===== src/rtl/seg7_display_arbiter.sv =====
// Two-requester round-robin arbiter for a shared 4-digit 7-segment display, plus scan prescaler.
// Define SEG7_ARB_KEEP_LAST_EN to freeze the last owner's value on the display while idle.
module seg7_display_arbiter #(
    parameter int HOLD_CYCLES = 1000,
    parameter int SCAN_DIV    = 50000
) (
    input  logic        clk,
    input  logic        rst,
    input  logic        req_a,
    input  logic [15:0] data_a,
    output logic        grant_a,
    input  logic        req_b,
    input  logic [15:0] data_b,
    output logic        grant_b,
    output logic [15:0] disp_data,
    output logic        disp_valid,
    output logic        owner,
    output logic        scan_tick
);

    localparam int HW = $clog2(HOLD_CYCLES);
    localparam int SW = $clog2(SCAN_DIV);
    localparam logic [HW-1:0] HOLD_MAX = HW'(HOLD_CYCLES - 1);
    localparam logic [SW-1:0] SCAN_MAX = SW'(SCAN_DIV - 1);

    typedef enum logic [1:0] {IDLE, OWN_A, OWN_B} state_t;

    state_t          state_q, state_d;
    logic [HW-1:0]   hold_cnt_q, hold_cnt_d;
    logic            last_q, last_d;       // 1 = B
    logic            owner_q, owner_d;
    logic [15:0]     disp_q, disp_d;
    logic [SW-1:0]   scan_cnt_q, scan_cnt_d;
    logic            scan_tick_q, scan_tick_d;
    logic            expired;

    assign expired = (hold_cnt_q == HOLD_MAX);

    always_comb begin
        state_d     = state_q;
        hold_cnt_d  = hold_cnt_q;
        last_d      = last_q;
        owner_d     = owner_q;
        disp_d      = disp_q;

        case (state_q)
            IDLE: begin
                // On a tie, the requester that did not own last goes first.
                if (req_a && (!req_b || last_q)) state_d = OWN_A;
                else if (req_b)                  state_d = OWN_B;
            end
            OWN_A: begin
                if (!req_a)                 state_d = req_b ? OWN_B : IDLE;
                else if (req_b && expired)  state_d = OWN_B;
            end
            OWN_B: begin
                if (!req_b)                 state_d = req_a ? OWN_A : IDLE;
                else if (req_a && expired)  state_d = OWN_A;
            end
            default: state_d = IDLE;
        endcase

        if (state_d == IDLE || state_d != state_q) hold_cnt_d = '0;
        else if (!expired)                         hold_cnt_d = hold_cnt_q + 1'b1;

        if (state_d != IDLE && state_d != state_q) begin
            owner_d = (state_d == OWN_B);
            last_d  = (state_d == OWN_B);
        end

        case (state_d)
            OWN_A:   disp_d = data_a;
            OWN_B:   disp_d = data_b;
`ifdef SEG7_ARB_KEEP_LAST_EN
            default: disp_d = disp_q;
`else
            default: disp_d = 16'h0000;
`endif
        endcase
    end

    // Free-running prescaler, independent of arbitration.
    always_comb begin
        scan_tick_d = (scan_cnt_q == SCAN_MAX);
        scan_cnt_d  = scan_tick_d ? '0 : scan_cnt_q + 1'b1;
    end

    always_ff @(posedge clk or posedge rst) begin
        if (rst) begin
            state_q     <= IDLE;
            hold_cnt_q  <= '0;
            last_q      <= 1'b1;
            owner_q     <= 1'b0;
            disp_q      <= 16'h0000;
            scan_cnt_q  <= '0;
            scan_tick_q <= 1'b0;
        end else begin
            state_q     <= state_d;
            hold_cnt_q  <= hold_cnt_d;
            last_q      <= last_d;
            owner_q     <= owner_d;
            disp_q      <= disp_d;
            scan_cnt_q  <= scan_cnt_d;
            scan_tick_q <= scan_tick_d;
        end
    end

    assign grant_a    = (state_q == OWN_A);
    assign grant_b    = (state_q == OWN_B);
    assign disp_valid = (state_q != IDLE);
    assign disp_data  = disp_q;
    assign owner      = owner_q;
    assign scan_tick  = scan_tick_q;

endmodule

===== config.mk =====
export PLATFORM = sky130hd
export DESIGN_NAME = seg7_display_arbiter
export DESIGN_NICKNAME = d
export VERILOG_FILES = /design/src/rtl/seg7_display_arbiter.sv
export SDC_FILE = /design/constraint.sdc
export NUM_CORES = 1
export LEC_CHECK = 0
export BUFFER_PORTS_ARGS = -buffer_cell sky130_fd_sc_hd__buf_2
export CORE_UTILIZATION = 40
export CTS_CLUSTER_SIZE = 28
export DETAILED_ROUTE_END_ITERATION = 12
export GPL_ROUTABILITY_DRIVEN = 0
export SYNTH_ARGS = -nofsm -noshare
export SYNTH_HDL_FRONTEND = slang
export SYNTH_SLANG_ARGS = --single-unit

===== constraint.sdc =====
create_clock -name clk -period 4.42 [get_ports clk]
set_clock_uncertainty 0.1 [all_clocks]
set_input_delay 0.221 -clock clk [delete_from_list [all_inputs] [get_ports clk]]
set_output_delay 0.221 -clock clk [all_outputs]
set_load 0.03 [all_outputs]

==> results by group <==
Drt
  – Routed WL: 4610 um
  – Initial drt markers: 102
  – Highest routed layer: met4
  – Wire length on met3: 187 um
  – Via count: 1794
  – Antenna-violating nets left: 0
  – Wire per inst: 13.3 um
  – Number of remaining DRC errors: 0
  – Wl on met1: 2010 um
  – DRT Pass-1 Iters: 4
  – Met2 wire len: 2380 um
  – Vias/cell: 5.17

Timing
  – Hold slack final: 0.0300 ns
  – Fin worst setup slack: 1.26 ns
  – RSZ-0062 raised after global routing: no
  – Final worst-path cycle share: 71.5%
  – Pins Over Slew Limit: 0
  – Max Freq: 316 MHz
  – Crit path time final: 3.16 ns
  – Slew Limit Headroom: 36.1%
  – Final setup violation count: 0
  – Setup TNS: 0 ns
  – Actual slew at the worst max-slew pin: 0.957 ns
  – Final Hold Viols: 0

Job
  – Max cap viols: 0

Placement
  – DP Worst Slack: 1.31 ns
  – IO Port Bufs: 56
  – Hpwl dp: 3310 um

Power and ir drop
  – Switching part of the total power: 31.8%
  – Leak Pwr: 0.00130 uW
  – Net Sw Power: 323 uW
  – Power share of the combinational group: 25.5%
  – Internal power: 690 uW
  – Clock network fraction of design power: 26.7%
  – Total power density per cell area: 364 nW/um2
  – Register share of total power: 47.8%
  – Worst VDD drop: 0.152 mV

Yosys
  – Ys async rst share: 100%
  – Mapped Nets: 262
  – #FFs+latches synth: 47
  – Number of synthesized flops with an enable pin: 0
  – Cell Area, Synth: 2360 um2
  – Register area share after synthesis: 49.9%
  – YS warnings: 0
  – Syn_area_per_cell: 10.7 um2
  – Cell variety after synth: 42
  – Synth Instances: 220
  – Top FF cell, synth: dfrtp_1

Clock network
  – Postcts setup bufs: 0
  – Clk_lat worst skew: 0.30 ns
  – Root buf cell: clkbuf_8
  – CTS max path bufs: 2
  – Clock Pin Slew Worst Setup and Hold Paths: 0.09 ns
  – CTS H-tree depth: 2
  – Num CTS Buffers: 5
  – CTS tree: built
  – Hold-fix buffers, CTS: 0
  – CTS Sinks: 47
  – PostCTS Resize Cnt: 0

GRT
  – Initial antenna violation count: 0
  – Largest net degree at the start of global routing: 48
  – Total GRT Usage: 16.2%
  – Number of global-route vias before repair: 1730
  – Grt ovf: 0
  – First-pass GRT wire length: 7850 um

Cells and area
  – Nets: 316
  – Layout cells sized above 1: 26.2%
  – Area of the multi-input gates: 1120 um2
  – ANT cells: 0
  – Filler cells: 527
  – FF+latch area: 1180 um2
  – Layout area overhead: 17.8%

Critical path
  – Startpoint types: register
  – Worst Path Arrival: 3.25 ns
  – Worst endpoint required time: 4.51 ns
  – Setup crit end kind: register
  – Crit Path Max Fanout: 11
  – Worst r2r path cells: 9
  – Critical path class: reg -> reg

Floorplan
  – Die Wd: 78.8 um
  – Core box area: 5610 um2
  – Die area: 6210 um2
  – Core Rows: 27
  – I/O Pins: 57
  – Die height: 78.8 um
  – Starting Density: 42.1%

Hold path
  – Hold Path Class: in -> async

Outcome
  – Status: finished clean
==> cell type report <==
type | instances | share of cell area [%]
repair buffers | 56 | 10.1
clock inverters | 1 | 0.315
well taps | 72 | 3.24
multi-input cells | 159 | 40.2
inverters | 5 | 0.675
flip-flops and latches | 47 | 42.3
clock buffers | 7 | 3.11
==> kinds of logic (layout without fill, tap and decap cells) <==
family | count (synthesis) | after routing | synth area share [%]
DFF | 47 | 47 | 49.9
AOI/OAI and AO/OA | 42 | 42 | 13.6
xor gates and xnor gates | 17 | 17 | 6.31
muxes | 3 | 3 | 1.38
buffers and inverters | 14 | 69 | 2.70
adders and majority gates | 6 | 6 | 3.18
and+or+nand+nor | 91 | 91 | 23.0
==> placed cells by master, fill, tap and decap left out, drive strengths merged, types with 6 or more instances in the layout <==
cell and instances:
a211oi 8, a22oi 16, buf 56, clkbuf 7
dfrtp 46, ha 6, nand2 14, nand3 8
nand4 8, nor2 11, nor2b 20, xnor2 7
xor2 10
==> registers in the layout, summed over array words and instances, names as in the netlist <==
signal      flops
scan_tick       1
disp_data      16
last_q          1
scan_cnt_q     16
state_q         2
owner           1
hold_cnt_q     10
==> Yosys cell counts, drive strengths merged (2+ instances only) <==
library cell / n / area, um2
dfrtp: 46 / 1150
nor2b: 20 / 125
a22oi: 16 / 120
nand2: 14 / 52.6
nor2: 11 / 41.3
xor2: 10 / 87.6
a211oi: 8 / 60.1
nand3: 8 / 45.0
nand4: 8 / 65.1
xnor2: 7 / 61.3
clkbuf: 6 / 22.5
ha: 6 / 75.1
and2: 5 / 31.3
inv: 5 / 18.8
nand2b: 5 / 31.3
nor3: 5 / 25.0
o21ai: 4 / 20.0
a21oi: 3 / 15.0
a31oi: 3 / 18.8
and3: 3 / 18.8
and4: 3 / 26.3
buf: 3 / 22.5
a221oi: 2 / 30.0
mux2: 2 / 22.5
nor3b: 2 / 15.0
==> path summary, 6_finish.rpt <==
| path | start | to | slack, ns |
|---|---|---|---|
| max in group asynchronous | rst | hold_cnt_q[3]$_DFFE_PP0P_ | 3.59 |
| worst min-delay path | rst | scan_cnt_q[12]$_DFF_PP0_ | 0.03 |
| worst max-delay path | hold_cnt_q[0]$_DFFE_PP0P_ | owner$_DFFE_PP0P_ | 1.26 |
| worst min register to register | scan_cnt_q[11]$_DFF_PP0_ | scan_cnt_q[11]$_DFF_PP0_ | 0.40 |
| worst max register to register | hold_cnt_q[0]$_DFFE_PP0P_ | owner$_DFFE_PP0P_ | 1.26 |
| min in group clk | data_a[4] | disp_data[4]$_DFF_PP0_ | 0.08 |
==> metal layers <==
layer,GRT usage [%],vias to the layer above
met4,6.67,0
met2,27.3,36
met5,0,-
li1,-,894
met1,19.9,860
met3,3.91,4
==> critical path, stage by stage (launching register included) <==
cell      delay, ns
dfrtp_1        0.38
ha_1           0.17
and2_1         0.37
nand3_2        0.26
and3_1         0.27
nand4b_1       0.25
ha_1           0.41
a21o_1         0.22
a221oi_2       0.25
mux2_2         0.37
==> power groups by stage <==
| stage | Clock (uW) | Sequential [uW] | Combinational (uW) |
|---|---|---|---|
| final | 271 | 484 | 258 |
| after global routing | 298 | 489 | 285 |
| after CTS | 286 | 485 | 264 |
| after detailed placement | 0 | 493 | 263 |
| after global placement | 0 | 493 | 261 |
| after floorplan | 0 | 543 | 134 |
==> stage by stage <==
| step | area, um2 | utilization [%] | cells | total power (uW) |
|---|---|---|---|---|
| finish | 2780 | 49.6 | 347 | 1010 |
| CTS | 2780 | 49.6 | 347 | 1030 |
| floorplan | 2360 | - | 220 | 677 |
| global route | 2780 | 49.6 | 347 | 1070 |
| detailed placement | 2690 | 47.9 | 339 | 756 |
| global placement | 2690 | 47.9 | 339 | 754 |
Power figures use the tool's default switching activity.
